`config.mk`:
```
export PLATFORM = sky130hd
export DESIGN_NAME = bayer_quad_sort
export DESIGN_NICKNAME = d
export VERILOG_FILES = /design/src/rtl/bayer_quad_sort.sv
export SDC_FILE = /design/constraint.sdc
export NUM_CORES = 1
export LEC_CHECK = 0
export ABC_AREA = 0
export BUFFER_PORTS_ARGS = -buffer_cell sky130_fd_sc_hd__buf_2
export CAP_MARGIN = 30
export CORE_MARGIN = 4
export CORE_UTILIZATION = 42
export DETAILED_ROUTE_END_ITERATION = 8
export PLACE_DENSITY = 0.65
export SYNTH_ARGS = -nofsm -noshare
export SYNTH_HDL_FRONTEND = slang
export SYNTH_SLANG_ARGS = --single-unit
```
`constraint.sdc`:
```
create_clock -name clk -period 5.6 [get_ports clk]
set_input_delay 1.12 -clock clk [delete_from_list [all_inputs] [get_ports clk]]
set_output_delay 1.12 -clock clk [all_outputs]
set_load 0.02 [all_outputs]
```
`src/rtl/bayer_quad_sort.sv`:
```
// bayer_quad_sort: reorders a 2x2 Bayer window into {R, G1, G2, B} and tags frame position.
// Define BAYER_GAVG_EN to add g_avg, a registered round-half-up average of G1 and G2.
module bayer_quad_sort #(
    parameter int PIX_W = 8,
    parameter int IMG_W = 640,
    parameter int IMG_H = 480
) (
    input  logic                 clk,
    input  logic                 n_rst,
    input  logic                 start_frame,
    input  logic [1:0]           pattern,
    input  logic [PIX_W-1:0]     wb_1,
    input  logic [PIX_W-1:0]     wb_2,
    input  logic [PIX_W-1:0]     wb_3,
    input  logic [PIX_W-1:0]     wb_4,
    input  logic                 in_valid,
    output logic                 in_ready,
    output logic [4*PIX_W-1:0]   out,
    output logic                 out_valid,
    input  logic                 out_ready,
`ifdef BAYER_GAVG_EN
    output logic [PIX_W-1:0]     g_avg,
`endif
    output logic                 out_sof,
    output logic                 out_eol,
    output logic                 out_eof
);
    localparam int CW = $clog2(IMG_W);
    localparam int RW = $clog2(IMG_H);
    localparam logic [CW-1:0] COL_LAST = CW'(IMG_W - 1);
    localparam logic [RW-1:0] ROW_LAST = RW'(IMG_H - 1);

    logic [CW-1:0]        col_reg, col_next, col_cur;
    logic [RW-1:0]        row_reg, row_next, row_cur;
    logic [1:0]           pat_reg, pat_next, pat_cur;
    logic [4*PIX_W-1:0]   out_reg;
    logic                 out_valid_reg, sof_reg, eol_reg, eof_reg;
    logic                 in_xfer, rb, cb;
    logic [PIX_W-1:0]     win [4];
    logic [1:0]           sel [4];
    logic [4*PIX_W-1:0]   sorted_next;

    assign in_ready = !out_valid_reg || out_ready;
    assign in_xfer  = in_valid && in_ready;

    // A start_frame pulse takes effect on the window accepted in the same cycle.
    assign col_cur = start_frame ? '0 : col_reg;
    assign row_cur = start_frame ? '0 : row_reg;
    assign pat_cur = start_frame ? pattern : pat_reg;
    assign rb      = ~(row_cur[0] ^ pat_cur[1]);
    assign cb      = col_cur[0] ^ pat_cur[0];

    assign win[0] = wb_1;
    assign win[1] = wb_2;
    assign win[2] = wb_3;
    assign win[3] = wb_4;

    // sel[lane] picks the window sample for lanes R, G1, G2, B.
    always_comb begin
        sel[0] = 2'd0; sel[1] = 2'd1; sel[2] = 2'd2; sel[3] = 2'd3;
        case ({rb, cb})
            2'b11: begin sel[0] = 2'd1; sel[1] = 2'd0; sel[2] = 2'd3; sel[3] = 2'd2; end
            2'b00: begin sel[0] = 2'd2; sel[1] = 2'd0; sel[2] = 2'd3; sel[3] = 2'd1; end
            2'b01: begin sel[0] = 2'd3; sel[1] = 2'd1; sel[2] = 2'd2; sel[3] = 2'd0; end
            default: ;
        endcase
    end

    generate
        for (genvar gi = 0; gi < 4; gi++) begin : g_lane
            assign sorted_next[(3-gi)*PIX_W +: PIX_W] = win[sel[gi]];
        end
    endgenerate

    always_comb begin
        col_next = col_reg;
        row_next = row_reg;
        pat_next = pat_reg;
        if (start_frame) begin
            col_next = '0;
            row_next = '0;
            pat_next = pattern;
        end
        if (in_xfer) begin
            if (col_cur == COL_LAST) begin
                col_next = '0;
                row_next = (row_cur == ROW_LAST) ? '0 : row_cur + RW'(1);
            end else begin
                col_next = col_cur + CW'(1);
                row_next = row_cur;
            end
        end
    end

    always_ff @(posedge clk or negedge n_rst) begin
        if (!n_rst) begin
            col_reg       <= '0;
            row_reg       <= '0;
            pat_reg       <= '0;
            out_reg       <= '0;
            out_valid_reg <= 1'b0;
            sof_reg       <= 1'b0;
            eol_reg       <= 1'b0;
            eof_reg       <= 1'b0;
        end else begin
            col_reg <= col_next;
            row_reg <= row_next;
            pat_reg <= pat_next;
            if (in_xfer) begin
                out_reg       <= sorted_next;
                out_valid_reg <= 1'b1;
                sof_reg       <= (col_cur == '0) && (row_cur == '0);
                eol_reg       <= (col_cur == COL_LAST);
                eof_reg       <= (col_cur == COL_LAST) && (row_cur == ROW_LAST);
            end else if (out_ready) begin
                out_valid_reg <= 1'b0;
            end
        end
    end

`ifdef BAYER_GAVG_EN
    logic [PIX_W:0]   g_sum_next;
    logic [PIX_W-1:0] g_avg_reg;

    assign g_sum_next = {1'b0, win[sel[1]]} + {1'b0, win[sel[2]]} + (PIX_W+1)'(1);

    always_ff @(posedge clk or negedge n_rst) begin
        if (!n_rst)
            g_avg_reg <= '0;
        else if (in_xfer)
            g_avg_reg <= g_sum_next[PIX_W:1];
    end

    assign g_avg = g_avg_reg;
`endif

    assign out       = out_reg;
    assign out_valid = out_valid_reg;
    assign out_sof   = sof_reg;
    assign out_eol   = eol_reg;
    assign out_eof   = eof_reg;
endmodule

```
; ---- Word level (Yosys, flattened, before mapping)
; Index checks and enable logic that the tools add are counted.
[classes]
reduce_logical = 9
n_mux = 23
addsub = 2
eq_ne = 4
order_cmp = 4
n_bitwise = 7
[op_table]
columns = operator, n
row1 = 8-bit binary-select mux with 2-bit select, 4
row2 = 8-bit 2-to-1 mux, 8
row3 = 9-bit 2-to-1 mux, 4
row4 = 10-bit 2-to-1 mux, 3
row5 = 8-bit one-hot mux with 3 select lines, 1
row6 = "3-bit >= comparator, second input constant", 4
row7 = 2-bit inverter with 3-bit output, 4
row8 = "10-bit by 1-bit adder with 10-bit output, second input constant", 1
row9 = "10-bit equality test, second input constant", 1
row10 = 10-bit logical NOT, 1
row11 = "9-bit by 1-bit adder with 9-bit output, second input constant", 1
row12 = "9-bit equality test, second input constant", 1
row13 = 9-bit logical NOT, 1
row14 = 1-bit logical AND, 3
row15 = "2-bit by 1-bit equality test with 1-bit output, second input constant", 1
row16 = "2-bit equality test, second input constant", 1
row17 = 2-bit logical NOT, 1
row18 = 1-bit 2-to-1 mux, 2
row19 = 2-bit 2-to-1 mux, 1
row20 = 2-bit nonzero test, 1
row21 = 1-bit XOR, 2
row22 = 1-bit logical NOT, 1
row23 = 1-bit logical OR, 1
row24 = 1-bit inverter, 1
[totals]
elab_cells = 57
ff_bits = 57
inputBits = 39

; ---- Longest topological paths before layout
; Gate-level depths: netlist of run 1.
[logic_depth]
depth_word = 9
mapped_depth = 12
ltp_nobuf = 8

; ---- Least setup slack after synthesis of run 1
; No wires, ideal clock.
[synth_path]
path_type = input port to flip-flop
startpoint = input start_frame
endpoint = register out_reg[0] (netlist: out[0])
path_buffers = 3
setup_time_ns = 0.126
arrival_time_ns = 3.592
cell_stages = 11
slack_ns = 1.882
cell_sequence = clkbuf_1 -> nand2b_1 -> mux2i_1 -> inv_1 -> ha_1 -> clkbuf_1 -> nor2_1 -> clkbuf_1 -> mux2i_1 -> nor3_1 -> a221o_1
[synth_between]
elab_chain_cells = 9
word_cells_on_any_way = 14
classes_between = eq/ne: 2 / mux: 7 / bitwise: 4 / reduce/logical: 1
[synth_lines]
columns = element, line
row1 = start: declaration, 10  ; input logic start_frame,
row2 = 9-bit 2-to-1 mux or 2-bit 2-to-1 mux (tied branches), n/a
row3 = 1-bit XOR, 50  ; assign rb = ~(row_cur[0] ^ pat_cur[1]);
row4 = 1-bit inverter, 50
row5 = "2-bit by 1-bit equality test with 1-bit output, or another cell as far along", 61  ; case ({rb, cb})
row6 = 8-bit one-hot mux with 3 select lines *, 61
row7 = 2-bit inverter with 3-bit output (not written as such) *, 71  ; assign sorted_next[(3-gi)*PIX_W +: PIX_W] = win[sel[gi]];
row8 = 8-bit binary-select mux with 2-bit select *, 71
row9 = 8-bit 2-to-1 mux (not written as such) * (2 in a row), 71
row10 = end signal: assignment, 110  ; out_reg <= sorted_next;
row11 = end: declaration, 36  ; logic [4*PIX_W-1:0] out_reg;
; Mark *: on every way between the ends. The rest lies on a longest branch, timed or not. The select of a mux whose other input is x is not followed.
; A chain may end at the register's enable or synchronous reset.

; ---- Worst setup path in the final report of run 1
[layout_path]
startpoint = input start_frame
endpoint = register out_reg[26] (netlist: out[26])
; The elaborated chain is that of the path after synthesis.

==> flow_metrics.py, run 1 <==
metrics = {
    "worst_setup_path": {
        "cp_data_arrival_time_ns": 3.85,
        "crit_path_end_kind": "register",
        "critPathRequiredTime_ns": 5.82,
        "crit_type": "input pin to register",
        "r2r_cells": 9,
        "start_kind": "input pin",
        "crit_path_max_fanout": 35,
        "reg2reg_to": "out[26]",
        "r2r-start": "col_reg[0]",
        "reg2reg_slack_ns": 2.66,
    },
    "synth": {
        "synth.largest_area_cell": "dfrtp_1",
        "syn_avg_cell_area_um2": 9.10,
        "synth_sequential_area_ratio": 0.430,
        "async_flop_share": 1.00,
        "synth_flop_cell": "dfrtp_1",
        "synth.net_count": 412,
        "ys_warn_count": 0,
        "postSynthCellCount": 365,
        "synthTopCellsByArea": "dfrtp_1, mux2i_1, o21ai_0",
        "synth_edf_count": 0,
        "ys_ff_latch": 57,
        "synth_area_um2": 3320,
        "synth.distinct_cells": 42,
        "post-synth-top-area-fraction": 0.430,
    },
    "routing": {
        "vias": 3083,
        "wl_mm": 9.24,
        "drc": 0,
        "routed-wl-met3_um": 564,
        "avgRoutedWirePerCell_um": 17.3,
        "drt-pass1-iter-count": 5,
        "routed-wl-met2_mm": 3.99,
        "drtIter0Drc": 223,
        "viasPerCell": 5.77,
        "ant_nets": 0,
        "top_layer": "met4",
        "wl_met1_mm": 4.51,
    },
    "worst_hold_path": {
        "worstHoldStart": "out[12]",
        "hold_path_depth": 2,
        "whs_endpoint": "out[12]",
        "hold_path_class": "register to register",
    },
    "timing": {
        "rsz0062_at_grt": "no",
        "whs_ns": 0.475,
        "fmax_mhz": 275,
        "final.setup.tns_ns": 0,
        "period_share": 0.649,
        "slew_headroom": 0.387,
        "layout_min_cycle_time_ns": 3.63,
        "drv_slew": 0,
        "setup_viol": 0,
        "worst_slew_pin_slew_ns": 0.912,
        "finClkSkew_ns": 0.0137,
        "hold_viol": 0,
    },
    "run_status": {
        "status": "completed",
    },
    "grt": {
        "grt_antenna_before_repair": 0,
        "track_usage": 0.198,
        "grt_max_degree": 58,
        "grt_pass1_vias": 2857,
        "gr-total-overflow": 0,
        "grt_pass1_wl_mm": 14.9,
    },
    "final_layout": {
        "stdcell_area_um2": 3980,
        "layout-drive-gt1-share": 0.227,
        "multi_input_area_um2": 1730,
        "n_antenna_cell": 0,
        "area_growth_pct": 19.8,
        "ff_latch_area_um2": 1430,
        "final_nets": 475,
        "largest_register_ffs": 32,
        "fillers": 741,
    },
    "die": {
        "die_x_um": 96.9,
        "initial_utilization": 0.432,
        "num_io_pins": 76,
        "core_um2": 7690,
        "die_area_um2": 9390,
        "num_rows": 32,
        "die_height_um": 96.9,
    },
    "power": {
        "seq_power_share": 0.388,
        "p_int_mw": 0.865,
        "p_leak_nw": 1.89,
        "p_sw_frac": 0.335,
        "p_per_area_nw_per_um2": 327,
        "combinationalPowerShare": 0.280,
        "peakVddDrop_mv": 0.205,
        "switching_power_mw": 0.436,
        "pwr-share-clk": 0.332,
    },
    "clocking": {
        "cts-root-buf": "clkbuf_8",
        "clock_latency_ns": 0.34,
        "postCtsHoldBufs": 0,
        "post_cts_resized": 0,
        "clockBufferDepth": 2,
        "cts_setup_buffers": 0,
        "h-tree-depth": 3,
        "cts.sinks": 57,
        "cts_tree": "yes",
        "cts_made_buffers": 9,
        "cts.clk_slew.worst_paths_ns": 0.07,
    },
    "placed_design": {
        "placed_cell_area_um2": 3760,
        "place.port_buffers": 75,
        "place.gp.congestion": 0.846,
        "dp.final_hpwl_mm": 6.40,
    },
    "job": {
        "cap_viol_max_count": 0,
    },
}
## how the worst max path moves through the flow
stage,slack (ns),endpoint,from
floorplan,1.88,out[0],start_frame
global placement,1.80,out[31],start_frame
detailed placement,1.68,out[30],start_frame
CTS,2.02,out[26],start_frame
global route,1.76,out[29],start_frame
finish,1.97,out[26],start_frame
## worst max-delay path: stages
cell	delay, ns
buf_2	0.45
o21a_1	0.57
inv_1	0.15
ha_1	0.33
nor2_1	0.36
buf_4	0.29
mux2i_1	0.22
nor3_1	0.06
a221o_1	0.29
## metal layers
layer	global-route usage	up-vias
met4	0.0702	0
met2	0.268	118
li1	-	1457
met5	0	-
met1	0.300	1498
met3	0.0534	10
## logic make-up (layout without fill, tap and decap cells)
family / Yosys count / in the layout / share of synthesized area
and+or+nand+nor: 122 / 122 / 0.186
xor gates and xnor gates: 7 / 7 / 0.0185
AOI/OAI and AO/OA: 93 / 93 / 0.181
buffers and inverters: 43 / 110 / 0.0494
adders and majority gates: 8 / 8 / 0.0301
muxes: 35 / 35 / 0.106
DFF: 57 / 57 / 0.430
## synth_stat cells (2+ instances only)
cell,instances
xor2_1,2
nand3_1,6
a21oi_1,22
mux2i_1,35
nor2_1,8
xnor2_1,5
or4_1,4
clkbuf_1,23
and3_1,2
o211ai_1,2
a221o_1,16
o31ai_1,2
nor2b_1,6
a31oi_1,3
a41o_1,2
nand2b_1,5
o21ai_0,37
and2_1,3
inv_1,14
buf_2,2
nor4_1,7
nand4_1,5
nand2_1,45
dfrtp_1,57
buf_1,4
nor3_1,23
ha_1,8
nand4b_1,3
## power groups by stage
stage | logic [mW] | clock network (mW) | registers, mW
after CTS | 0.366 | 0.438 | 0.504
after global routing | 0.396 | 0.462 | 0.511
after global placement | 0.360 | 0 | 0.510
after detailed placement | 0.364 | 0 | 0.510
after floorplan | 0.168 | 0 | 0.573
final | 0.365 | 0.432 | 0.504
## cells in the final DEF (no fill, tap or decap), drive strengths merged, types with 6 or more instances in the layout
cell type / netlist / final
buf: 6 / 81
dfrtp: 57 / 57
nand2: 45 / 45
o21ai: 37 / 37
mux2i: 35 / 35
nor3: 23 / 23
a21oi: 22 / 22
a221o: 16 / 16
inv: 14 / 14
clkbuf: 23 / 10
nor2: 8 / 8
ha: 8 / 8
nor4: 7 / 7
nor2b: 6 / 6
nand3: 6 / 6
## stage by stage
step | utilization | total power [mW] | setup slack (ns) | instances
after floorplan | - | 0.740 | 1.88 | 365
after global placement | 0.489 | 0.870 | 1.80 | 519
after detailed placement | 0.489 | 0.874 | 1.68 | 519
after CTS | 0.517 | 1.31 | 2.02 | 534
after global routing | 0.517 | 1.37 | 1.76 | 534
final | 0.517 | 1.30 | 1.97 | 534
## layout make-up
| class | instances | share of cell area |
|---|---|---|
| Multi-Input combinational cell | 265 | 0.436 |
| Sequential cell | 57 | 0.359 |
| Timing Repair Buffer | 81 | 0.106 |
| Clock buffer | 10 | 0.0346 |
| Tap cell | 102 | 0.0321 |
| Clock inverter | 5 | 0.0201 |
| Inverter | 14 | 0.0132 |
(Power assumes the default switching activity.)
==> run 2, diff against run 1 <==
--- a/config.mk
+++ b/config.mk
@@ -11,7 +11,7 @@
 export CORE_MARGIN = 4
 export CORE_UTILIZATION = 42
 export DETAILED_ROUTE_END_ITERATION = 8
-export PLACE_DENSITY = 0.65
+export PLACE_DENSITY = 0.67
 export SYNTH_ARGS = -nofsm -noshare
 export SYNTH_HDL_FRONTEND = slang
 export SYNTH_SLANG_ARGS = --single-unit
==> constraint.sdc (replaced) <==
create_clock -name clk -period 3.3 [get_ports clk]
set_input_delay 0.66 -clock clk [delete_from_list [all_inputs] [get_ports clk]]
set_output_delay 0.66 -clock clk [all_outputs]
set_load 0.02 [all_outputs]
==> flow_metrics.py, run 2 (synthesized netlist as in run 1, its figures left out) <==
metrics = {
    "routing": {
        "vias": 3023,
        "wl_mm": 9.02,
        "drc": 0,
        "drt-pass1-iter-count": 5,
        "drtIter0Drc": 240,
        "ant_nets": 0,
        "viasPerCell": 5.59,
        "avgRoutedWirePerCell_um": 16.7,
    },
    "final_layout": {
        "mostFrequentLayoutCell": "buf_2",
        "area_growth_pct": 21.6,
        "largest_register_ffs": 32,
        "final_cell_mix": "buf_2, dfrtp_1, nand2_1",
        "ff_latch_area_um2": 1430,
        "final_nets": 481,
        "n_antenna_cell": 0,
        "multi_input_area_um2": 1730,
        "layout-drive-gt1-share": 0.235,
        "fillers": 729,
    },
    "die": {
        "num_rows": 32,
        "die_area_um2": 9390,
        "num_io_pins": 76,
        "initial_utilization": 0.432,
        "die_height_um": 96.9,
        "core_um2": 7690,
        "die_x_um": 96.9,
    },
    "timing": {
        "setup_slack_ns": 0.653,
        "rsz0062_at_grt": "no",
        "drv_slew": 0,
        "worst_slew_pin_slew_ns": 0.850,
        "hold_viol": 0,
        "final.setup.tns_ns": 0,
        "period_share": 0.802,
        "whs_ns": 0.391,
        "setup_viol": 0,
        "finClkSkew_ns": 0.00782,
        "slew_headroom": 0.434,
        "fmax_mhz": 378,
        "layout_min_cycle_time_ns": 2.65,
    },
    "worst_setup_path": {
        "cpMaxStageDelayCell": "mux2i_1",
        "r2r_cells": 6,
        "crit_path_cell_trace": "buf_2, nand2b_1, mux2i_1, inv_1, ha_1, nor2_1, buf_4, mux2i_1, nor3_1, a221o_1",
        "reg2reg_to": "out[8]",
        "cp_data_arrival_time_ns": 2.87,
        "cp_top_family": "buffers and inverters",
        "crit_type": "input pin to register",
        "cp_num_buf_inv": 3,
        "crit_path_max_fanout": 20,
        "r2r-start": "col_reg[0]",
        "cp_common_cell": "mux2i_1",
        "reg2reg_slack_ns": 0.84,
        "crit_path_end_kind": "register",
        "start_kind": "input pin",
        "cpPeakStageDelay_ns": 0.32,
        "critPathRequiredTime_ns": 3.52,
    },
    "clocking": {
        "h-tree-depth": 3,
        "cts.clk_slew.worst_paths_ns": 0.07,
        "cts.sinks": 57,
        "cts_made_buffers": 9,
        "postCtsHoldBufs": 0,
        "cts_setup_buffers": 0,
        "clockBufferDepth": 2,
        "clock_latency_ns": 0.34,
        "post_cts_resized": 0,
        "cts_tree": "yes",
        "cts-root-buf": "clkbuf_8",
    },
    "grt": {
        "grt_max_degree": 84,
        "grt_antenna_before_repair": 0,
        "track_usage": 0.190,
        "grt_pass1_vias": 2715,
        "gr-total-overflow": 0,
        "grt_pass1_wl_mm": 14.4,
    },
    "power": {
        "p_per_area_nw_per_um2": 540,
        "p_leak_nw": 1.93,
        "peakVddDrop_mv": 0.232,
    },
    "placed_design": {
        "place_ws_ns": 0.317,
        "place.port_buffers": 75,
        "place.gp.congestion": 0.910,
        "dp.final_hpwl_mm": 6.57,
    },
    "worst_hold_path": {
        "hold_path_class": "input pin to asynchronous set/reset pin",
    },
    "run_status": {
        "status": "completed",
    },
    "job": {
        "cap_viol_max_count": 0,
    },
}
-- run 2: area by class of cell --
cell class / count / area share
clock buffer: 14 / 0.0428
clock inverter: 2 / 0.00868
tap: 102 / 0.0316
inverter: 14 / 0.0130
timing repair buffer: 87 / 0.121
multi-input combinational: 265 / 0.429
sequential: 57 / 0.353
-- run 2: power by group --
group / leakage [nW] / total [mW] / switching [mW] / internal, mW
clock: 0.107 / 0.694 / 0.284 / 0.410
sequential: 0.731 / 0.856 / 0.0604 / 0.796
combinational: 1.09 / 0.630 / 0.386 / 0.244
-- run 2: how the worst max path moves through the flow --
stage	from	end	slack (ns)	cells after the start
after detailed placement	start_frame	out[3]	0.32	10
after CTS	start_frame	out[3]	0.68	10
after floorplan	start_frame	out[0]	0.04	11
after global routing	start_frame	out[3]	0.43	10
final	start_frame	out[3]	0.65	10
after global placement	start_frame	out[26]	0.45	9
-- run 2: per-layer routing --
| layer | up-vias | global-route usage | routed length, um | part of all wire |
|---|---|---|---|---|
| li1 | 1476 | - | - | - |
| met1 | 1439 | 0.296 | 4530 | 0.50 |
| met2 | 95 | 0.258 | 3920 | 0.43 |
| met3 | 13 | 0.0418 | 447 | 0.050 |
| met4 | 0 | 0.0594 | 124 | 0.014 |
| met5 | - | 0 | 0 | 0 |
-- run 2: stage by stage --
stage,instances,power (mW),util,area [um2]
global placement,525,1.49,0.498,3830
floorplan,365,1.26,-,3320
detailed placement,525,1.50,0.498,3830
CTS,541,2.20,0.525,4040
finish,541,2.18,0.525,4040
global route,541,2.29,0.525,4040
